**src/rtl/somador_pkg.sv**
```systemverilog
// Shared constants and helpers for the pipelined wide adder/subtractor.
// Op encoding, chunk sizing and the signed limits used by the SOMADOR_SATURATE_EN clamp.
package somador_pkg;

  localparam logic OP_ADD = 1'b0;
  localparam logic OP_SUB = 1'b1;

  // Bits resolved per pipeline stage; a zero stage count falls back to a single chunk.
  function automatic int chunk_width(input int width, input int stages);
    return (stages > 0) ? width / stages : width;
  endfunction

  // Limits are built in 64 bits and truncated by the caller, so WIDTH is bounded to 64.
  function automatic logic [63:0] signed_max(input int width);
    return (64'd1 << (width - 1)) - 64'd1;
  endfunction

  function automatic logic [63:0] signed_min(input int width);
    return 64'd1 << (width - 1);
  endfunction

endpackage

```
**src/rtl/somador_if.sv**
```systemverilog
// Operand/result bus of somador_pipeline: upstream beat, downstream result and flags.
interface somador_if #(
  parameter int WIDTH = 44
);

  // Valid/ready: a beat transfers on a rising edge where valid && ready. The producer
  // holds valid and its data stable until it transfers; ready may depend on valid
  // combinationally, and valid must never depend on ready.
  logic             in_valid;
  logic             in_ready;
  logic             op;
  logic [WIDTH-1:0] x;
  logic [WIDTH-1:0] y;
  logic             out_valid;
  logic             out_ready;
  logic [WIDTH-1:0] s;
  logic             cout;
  logic             ovf;

  modport master (
    output in_valid, op, x, y, out_ready,
    input  in_ready, out_valid, s, cout, ovf
  );

  modport slave (
    input  in_valid, op, x, y, out_ready,
    output in_ready, out_valid, s, cout, ovf
  );

endinterface

```
**src/rtl/somador_fatia.sv**
```systemverilog
// One pipeline slice: CHUNK-bit add with carry-in, registering sum chunk and carry-out.
module somador_fatia #(
  parameter int CHUNK = 11
) (
  input  logic             clock,
  input  logic             reset,
  input  logic             en,
  input  logic [CHUNK-1:0] a,
  input  logic [CHUNK-1:0] b,
  input  logic             cin,
  output logic [CHUNK-1:0] sum,
  output logic             cout
);

  logic [CHUNK:0] total;

  assign total = {1'b0, a} + {1'b0, b} + {{CHUNK{1'b0}}, cin};

  always_ff @(posedge clock or posedge reset) begin
    if (reset) begin
      sum  <= '0;
      cout <= 1'b0;
    end else if (en) begin
      sum  <= total[CHUNK-1:0];
      cout <= total[CHUNK];
    end
  end

endmodule

```
**src/rtl/somador_pipeline.sv**
```systemverilog
// WIDTH-bit add/subtract split into STAGES carry-chained slices with a global stall.
// Define SOMADOR_SATURATE_EN to clamp s to the signed limit on overflow.
module somador_pipeline
  import somador_pkg::*;
#(
  parameter int WIDTH  = 44,
  parameter int STAGES = 4
) (
  input  logic    clock,
  input  logic    reset,
  somador_if.slave bus
);

  localparam int CHUNK       = chunk_width(WIDTH, STAGES);
  localparam int SAFE_STAGES = (STAGES < 1) ? 1 : STAGES;

  if ((STAGES < 1) || (STAGES > WIDTH) || ((WIDTH % SAFE_STAGES) != 0)) begin : g_bad_cfg
    $error("somador_pipeline: STAGES=%0d must divide WIDTH=%0d", STAGES, WIDTH);
  end

  logic             stall;
  logic             adv;
  logic             sub;
  logic [WIDTH-1:0] b_aligned;

  // Subtract is x + ~y + 1; the +1 rides in as carry-in of chunk 0.
  assign sub       = (bus.op == OP_SUB);
  assign b_aligned = sub ? ~bus.y : bus.y;

  // A result held at the output freezes every stage, so nothing in flight is overwritten.
  assign stall        = g_stage[STAGES-1].v_q && !bus.out_ready;
  assign adv          = !stall;
  assign bus.in_ready = !stall;

  for (genvar k = 0; k < STAGES; k++) begin : g_stage
    // Operand bits not yet consumed when entering stage k.
    localparam int CW = WIDTH - k * CHUNK;

    logic [CW-1:0]          a_cur;
    logic [CW-1:0]          b_cur;
    logic                   cin;
    logic                   v_in;
    logic                   v_q;
    logic                   c_k;
    logic [CHUNK-1:0]       sum_k;
    logic [(k+1)*CHUNK-1:0] res;

    if (k == 0) begin : g_head
      assign a_cur = bus.x;
      assign b_cur = b_aligned;
      assign cin   = sub;
      assign v_in  = bus.in_valid;
    end else begin : g_body
      assign a_cur = g_stage[k-1].g_pass.a_hi;
      assign b_cur = g_stage[k-1].g_pass.b_hi;
      assign cin   = g_stage[k-1].c_k;
      assign v_in  = g_stage[k-1].v_q;
    end

    somador_fatia #(.CHUNK(CHUNK)) u_fatia (
      .clock (clock),
      .reset (reset),
      .en    (adv),
      .a     (a_cur[CHUNK-1:0]),
      .b     (b_cur[CHUNK-1:0]),
      .cin   (cin),
      .sum   (sum_k),
      .cout  (c_k)
    );

    always_ff @(posedge clock or posedge reset) begin
      if (reset) begin
        v_q <= 1'b0;
      end else if (adv) begin
        v_q <= v_in;
      end
    end

    if (k < STAGES - 1) begin : g_pass
      logic [CW-CHUNK-1:0] a_hi;
      logic [CW-CHUNK-1:0] b_hi;

      always_ff @(posedge clock or posedge reset) begin
        if (reset) begin
          a_hi <= '0;
          b_hi <= '0;
        end else if (adv) begin
          a_hi <= a_cur[CW-1:CHUNK];
          b_hi <= b_cur[CW-1:CHUNK];
        end
      end
    end else begin : g_last
      // Only the operand sign bits survive into the final stage, for the overflow flag.
      logic a_msb;
      logic b_msb;

      always_ff @(posedge clock or posedge reset) begin
        if (reset) begin
          a_msb <= 1'b0;
          b_msb <= 1'b0;
        end else if (adv) begin
          a_msb <= a_cur[CW-1];
          b_msb <= b_cur[CW-1];
        end
      end
    end

    if (k == 0) begin : g_res0
      assign res = sum_k;
    end else begin : g_low
      logic [k*CHUNK-1:0] low_q;

      always_ff @(posedge clock or posedge reset) begin
        if (reset) begin
          low_q <= '0;
        end else if (adv) begin
          low_q <= g_stage[k-1].res;
        end
      end

      assign res = {sum_k, low_q};
    end
  end

  logic [WIDTH-1:0] s_raw;
  logic             a_msb;
  logic             b_msb;
  logic             ovf_w;

  assign s_raw = g_stage[STAGES-1].res;
  assign a_msb = g_stage[STAGES-1].g_last.a_msb;
  assign b_msb = g_stage[STAGES-1].g_last.b_msb;
  assign ovf_w = (a_msb == b_msb) && (s_raw[WIDTH-1] != a_msb);

  assign bus.out_valid = g_stage[STAGES-1].v_q;
  assign bus.cout      = g_stage[STAGES-1].c_k;
  assign bus.ovf       = ovf_w;

`ifdef SOMADOR_SATURATE_EN
  assign bus.s = !ovf_w ? s_raw :
                 a_msb  ? WIDTH'(signed_min(WIDTH)) : WIDTH'(signed_max(WIDTH));
`else
  assign bus.s = s_raw;
`endif

endmodule
```
**src/flat_wrapper.sv**
```systemverilog
// flat-port wrapper written by rule: the top's interface ports become plain ports
module somador_pipeline_flat import somador_pkg::*;
#(
  parameter int WIDTH  = 44,
  parameter int STAGES = 4
)
  (clock, reset, bus_in_valid, bus_op, bus_x, bus_y, bus_out_ready, bus_in_ready, bus_out_valid, bus_s, bus_cout, bus_ovf);
  somador_if #(.WIDTH(WIDTH)) bus_i ();
  input  logic clock;
  input  logic reset;
  input wire logic [$bits(bus_i.in_valid)-1:0] bus_in_valid;
  input wire logic [$bits(bus_i.op)-1:0] bus_op;
  input wire logic [$bits(bus_i.x)-1:0] bus_x;
  input wire logic [$bits(bus_i.y)-1:0] bus_y;
  input wire logic [$bits(bus_i.out_ready)-1:0] bus_out_ready;
  output wire logic [$bits(bus_i.in_ready)-1:0] bus_in_ready;
  output wire logic [$bits(bus_i.out_valid)-1:0] bus_out_valid;
  output wire logic [$bits(bus_i.s)-1:0] bus_s;
  output wire logic [$bits(bus_i.cout)-1:0] bus_cout;
  output wire logic [$bits(bus_i.ovf)-1:0] bus_ovf;
  assign bus_i.in_valid = bus_in_valid;
  assign bus_i.op = bus_op;
  assign bus_i.x = bus_x;
  assign bus_i.y = bus_y;
  assign bus_i.out_ready = bus_out_ready;
  assign bus_in_ready = bus_i.in_ready;
  assign bus_out_valid = bus_i.out_valid;
  assign bus_s = bus_i.s;
  assign bus_cout = bus_i.cout;
  assign bus_ovf = bus_i.ovf;
  somador_pipeline #(.WIDTH(WIDTH), .STAGES(STAGES)) u_core (.clock(clock), .reset(reset), .bus(bus_i));
endmodule
```
**config.mk**
```make
export PLATFORM = sky130hd
export DESIGN_NAME = somador_pipeline_flat
export DESIGN_NICKNAME = d
export VERILOG_FILES = /design/src/rtl/somador_pkg.sv /design/src/rtl/somador_if.sv /design/src/rtl/somador_fatia.sv /design/src/rtl/somador_pipeline.sv /design/src/flat_wrapper.sv
export SDC_FILE = /design/constraint.sdc
export NUM_CORES = 1
export LEC_CHECK = 0
export ABC_CLOCK_PERIOD_IN_PS = 16600
export BUFFER_PORTS_ARGS = -buffer_cell sky130_fd_sc_hd__buf_2
export CAP_MARGIN = 30
export CORE_MARGIN = 4
export CORE_UTILIZATION = 31
export DETAILED_ROUTE_END_ITERATION = 8
export SYNTH_ARGS = -nofsm -noshare
export SYNTH_HDL_FRONTEND = slang
export SYNTH_SLANG_ARGS = --single-unit
```
**constraint.sdc**
```tcl
create_clock -name clock -period 16.6 [get_ports clock]
set_clock_uncertainty 0.05 [all_clocks]
set_input_delay 1.66 -clock clock [delete_from_list [all_inputs] [get_ports clock]]
set_output_delay 1.66 -clock clock [all_outputs]
set_load 0.01 [all_outputs]
```
# Yosys cells after proc, flatten, opt, wreduce, memory -nomap -nowiden
# Cells that the tools add are included.
[classes] n_reduce_logical=4 eq_ne=2 mul=0 n_div=0 n_addsub=8 bitwise_logic=1 magnitude_cmp=0 shift=0 mux=1
[op_table] operator="adder 11 x 11 -> 12 bit" count=4
[op_table] operator="adder 12 x 1 -> 12 bit" count=4
[op_table] operator="2-to-1 mux 44 bit" count=1
[op_table] operator="inverter 44 bit" count=1
[op_table] operator="logical AND 1 bit" count=2
[op_table] operator="zero test 1 bit" count=2
[op_table] operator="== test 1 bit" count=1
[op_table] operator="inequality test 1 bit" count=1
[totals] romBits=0 inputBits=93 latchBits=0 ramBits=0 mem_count=0 reg_bits=252

# Depth between registers and ports, before layout
[depth] depth_word=4 ltp_mapped=10 depth_no_buf=8

# By module
# From an unflattened synthesis, not the netlist that was laid out.
[hier_totals] cells_unflattened=863 hier_area_um2=11921.4
[by_module_without_submodules] module="somador_pipeline" n_inst=1 cells_per_inst=485 area_each_um2=8161.6
[by_module_without_submodules] module="somador_fatia at u_core.g_stage[1].u_fatia ..." n_inst=2 cells_per_inst=94 area_each_um2=927.1
[by_module_without_submodules] module="somador_fatia at u_core.g_stage[3].u_fatia" n_inst=1 cells_per_inst=98 area_each_um2=974.7
[by_module_without_submodules] module="somador_fatia at u_core.g_stage[0].u_fatia" n_inst=1 cells_per_inst=92 area_each_um2=930.9

# Worst setup path before layout
# Ideal clock, no wire load.
[synth_timing] path_kind="input to output" startpoint="input port bus_out_ready" endpoint="output port bus_in_ready" setup_slack_ns=12.389 t_arrival_ns=2.501 cell_stages=5 path_cell_list="nor2b_1 -> buf_2 -> clkinv_1 -> clkbuf_1 -> clkbuf_1"
[synth_between] elab_chain_cells=3
[synth_lines] item="from (decl)" line_no="flat_wrapper.sv:15" rtl="input wire logic [$bits(bus_i.out_ready)-1:0] bus_out_ready;"
[synth_lines] item="zero test 1 bit" line_no="somador_pipeline.sv:31" rtl="assign stall = g_stage[STAGES-1].v_q && !bus.out_ready;"
[synth_lines] item="logical AND 1 bit" line_no="somador_pipeline.sv:31"
[synth_lines] item="zero test 1 bit"
[synth_lines] item="to (decl)" line_no="flat_wrapper.sv:16" rtl="output wire logic [$bits(bus_i.in_ready)-1:0] bus_in_ready;"
# No other way between the ends.

# Final worst setup path
# Ends and elaborated chain as after synthesis.

==> results.txt <==
largest net degree at the start of global routing: 185
Routed wire per std cell: 13.8 um
Root Buffer: clkbuf_16
Worst Hold Class: reg -> reg
compound-cell area share of the yosys netlist: 9.40%
worst path required time: 14.89 ns
clk buf depth: 3
# setup viols final: 0
Tmin final: 4.85 ns
CTS tree: done
maximum vdd drop: 0.0671 mV
full die area: 40500 um^2
crit path capture type: output port
crit path DAT: 3.14 ns
Worst-Margin Slew: 1.00 ns
FMAX: 0.206 GHz
worst-path maximum fanout: 184
Routed Antenna Nets: 0
Final Hold Viols: 0
top cells by area, synth: dfrtp_1 (54%), nand2_1 (19%), ha_1 (4.3%)
via/cell ratio: 4.53
top-count cell post-synth: nand2_1
critical path type: in -> out
Post-Route WL: 26.2 mm
Yosys top cell area share: 54.4%
initial antenna violation count: 2
Max stage delay on crit path: 0.53 ns
vias: 8635
Setup crit start kind: input pin
vias in the first global route: 8591
Post-synth EDFFs: 0
XOR/XNOR Fraction of Synth Area: 4.31%
worst path bufs/invs: 4
IO Pins: 141
Num CTS Buffers: 28
worst slack, placed: 11.68 ns
share of layout cells above drive strength 1: 13.7%
r2r setup slk: 13.72 ns
Post-layout nets: 1555
Hold Buf Count CTS: 0
power per cell area: 191 nW/um^2
Util after Layout: 37.2%
most used cell, CP: buf_2
Final period util: 29.2%
net count after synthesis: 1442
synthesized flop and latch total: 252
Syn Inst Count: 1302
PortBufs: 140
Skew-Pair Late Insertion Delay: 0.52 ns
yosys synthesis warning count: 0
Synth Area in Simple Gates: 23.3%
Initial DRC Count: 426
final hold slack: 0.407 ns
CTS resizes: 0
Syn Area/Cell: 8.90 um^2
largest family of logic cells by synthesized area: simple AND/OR/NAND/NOR gates
Pleak: 6.89 nW
critical-path cell list: buf_2, nor2b_4, buf_12, inv_6, buf_2
Final Worst Setup Slack: 11.75 ns
Die W: 201 um
Routability Congestion: 0.834
largest area contributor in the netlist: dfrtp_1
global-route wire length before repair: 44.2 mm
CP top delay family: buffers and inverters
Slew Limit Fails: 0
Synth Flop Type: dfrtp_1
DP HPWL: 17.7 mm
Commonest cells post-synth: nand2_1 (590), dfrtp_1 (252), o21ai_0 (62)
Core ar.: 36700 um^2
# Post-CTS Setup Buffers: 0
CTS HTree Levels: 1
CTS sink count: 252
total iterations of the first detailed-routing run: 4
Slew HR: 33.4%
Clock transition at path regs: 0.05 ns
P&R area growth vs syn: 17.9%
RSZ-0062 raised after global routing: false
y dimension of the die: 201 um
count of different cell masters after synthesis: 48
post-synthesis mux area share: 0.194%
DR DRC count: 0
Rows: 70
Slowest-stage cell, CP: buf_12
asr flop ratio synth: 100%
status: complete, no violations
Post-Syn Area: 11600 um^2
maxcap violations: 0
Synth Area in Adders: 5.53%
setup_tns: 0 ns
All-Layer GR Usage: 12.8%
Starting Density: 31.6%
gr ovfl total: 0
sequential share of the synthesized area: 54.4%
[registers in the layout, summed over array words and instances, names as in the netlist]
name                         count
u_core.g_stage.g_pass.b_hi      66
u_core.g_stage.v_q               3
u_core.g_stage.u_fatia.cout      4
u_core.a_msb                     1
u_core.g_stage.g_low.low_q      66
u_core.b_msb                     1
u_core.bus.out_valid             1
u_core.g_stage.u_fatia.sum      44
u_core.g_stage.g_pass.a_hi      66
[cell type report]
| cell class | count | area [um^2] |
|---|---|---|
| sequential | 252 | 6310 |
| tap | 468 | 586 |
| timing repair buffer | 148 | 793 |
| multi-input combinational | 966 | 4960 |
| clock inverter | 7 | 91.3 |
| antenna | 2 | 5.00 |
| inverter | 19 | 83.8 |
| fill | 3754 | 23000 |
| clock buffer | 43 | 838 |
[per-layer routing]
metal,GRT usage (%),share of wire [%]
met5,0,0
met4,2.76,1.6
met3,1.90,3.3
met2,19.3,43
met1,19.5,52
[power breakdown]
part | internal (mW) | switching [mW] | total, mW | leakage, nW
Sequential | 0.890 | 0.153 | 1.04 | 3.03
Clock | 0.376 | 0.238 | 0.615 | 0.454
Combinational | 0.377 | 0.571 | 0.948 | 3.41
Total | 1.64 | 0.962 | 2.61 | 6.89
[final timing paths]
| kind | cells past startpoint | to | startpoint |
|---|---|---|---|
| hold / removal | 2 | u_core.g_stage[3].g_low.low_q[5] | u_core.g_stage[3].g_low.low_q[5] |
| hold reg to reg | 2 | u_core.g_stage[3].g_low.low_q[5] | u_core.g_stage[3].g_low.low_q[5] |
| setup / recovery | 5 | bus_in_ready | bus_out_ready |
| setup reg to reg | 6 | u_core.g_stage[0].u_fatia.sum[10] | u_core.bus.out_valid |
| max in group asynchronous | 5 | u_core.g_stage[0].g_pass.a_hi[17] | reset |
| min in group asynchronous | 2 | u_core.g_stage[3].g_low.low_q[5] | reset |
[cells by family (layout without fill, tap and decap cells)]
logic type	Yosys count	after routing
buffers and inverters	84	217
adders and majority gates	47	47
other	0	2
AOI/OAI and AO/OA	175	175
DFF	252	252
and+or+nand+nor	685	685
muxes	2	2
xor gates and xnor gates	57	57
[per-stage QoR]
step	power (mW)	instance area, um^2	instances
after CTS	2.65	13700	1903
final	2.61	13700	1905
after floorplan	1.72	11600	1302
after detailed placement	2.02	12700	1853
after global placement	1.99	12700	1852
after global routing	2.85	13700	1903
[tightest hold or removal path, cell delays in order, from the launching register on]
cell     delay (ns)
dfrtp_1        0.33
nand2_1        0.05
nand2_1        0.04
[cells in the final DEF, fill, tap and decap left out, types with 2 or more instances in the layout]
cell type / instances
a211oi_1: 9
buf_2: 140
clkinv_2: 3
o31a_1: 2
o21a_1: 13
a21oi_1: 42
o211ai_1: 3
nor3b_1: 6
a21o_1: 17
clkbuf_8: 6
and3_1: 4
nor2_1: 40
mux2_2: 2
nor3_1: 16
fa_1: 7
a2111oi_0: 3
o21ai_0: 62
nand3_1: 9
clkbuf_16: 29
clkbuf_1: 8
o31ai_1: 7
nand4b_1: 2
xor2_1: 20
nand2b_1: 3
xnor2_1: 37
dfrtp_1: 252
nor4b_1: 2
nand2_1: 590
inv_1: 17
o41a_1: 3
ha_1: 40
diode_2: 2
nor2b_1: 5
nand4_1: 4
buf_4: 6
a31oi_1: 3
bufinv_16: 2
Note: power is estimated with default switching activity, not from simulation.
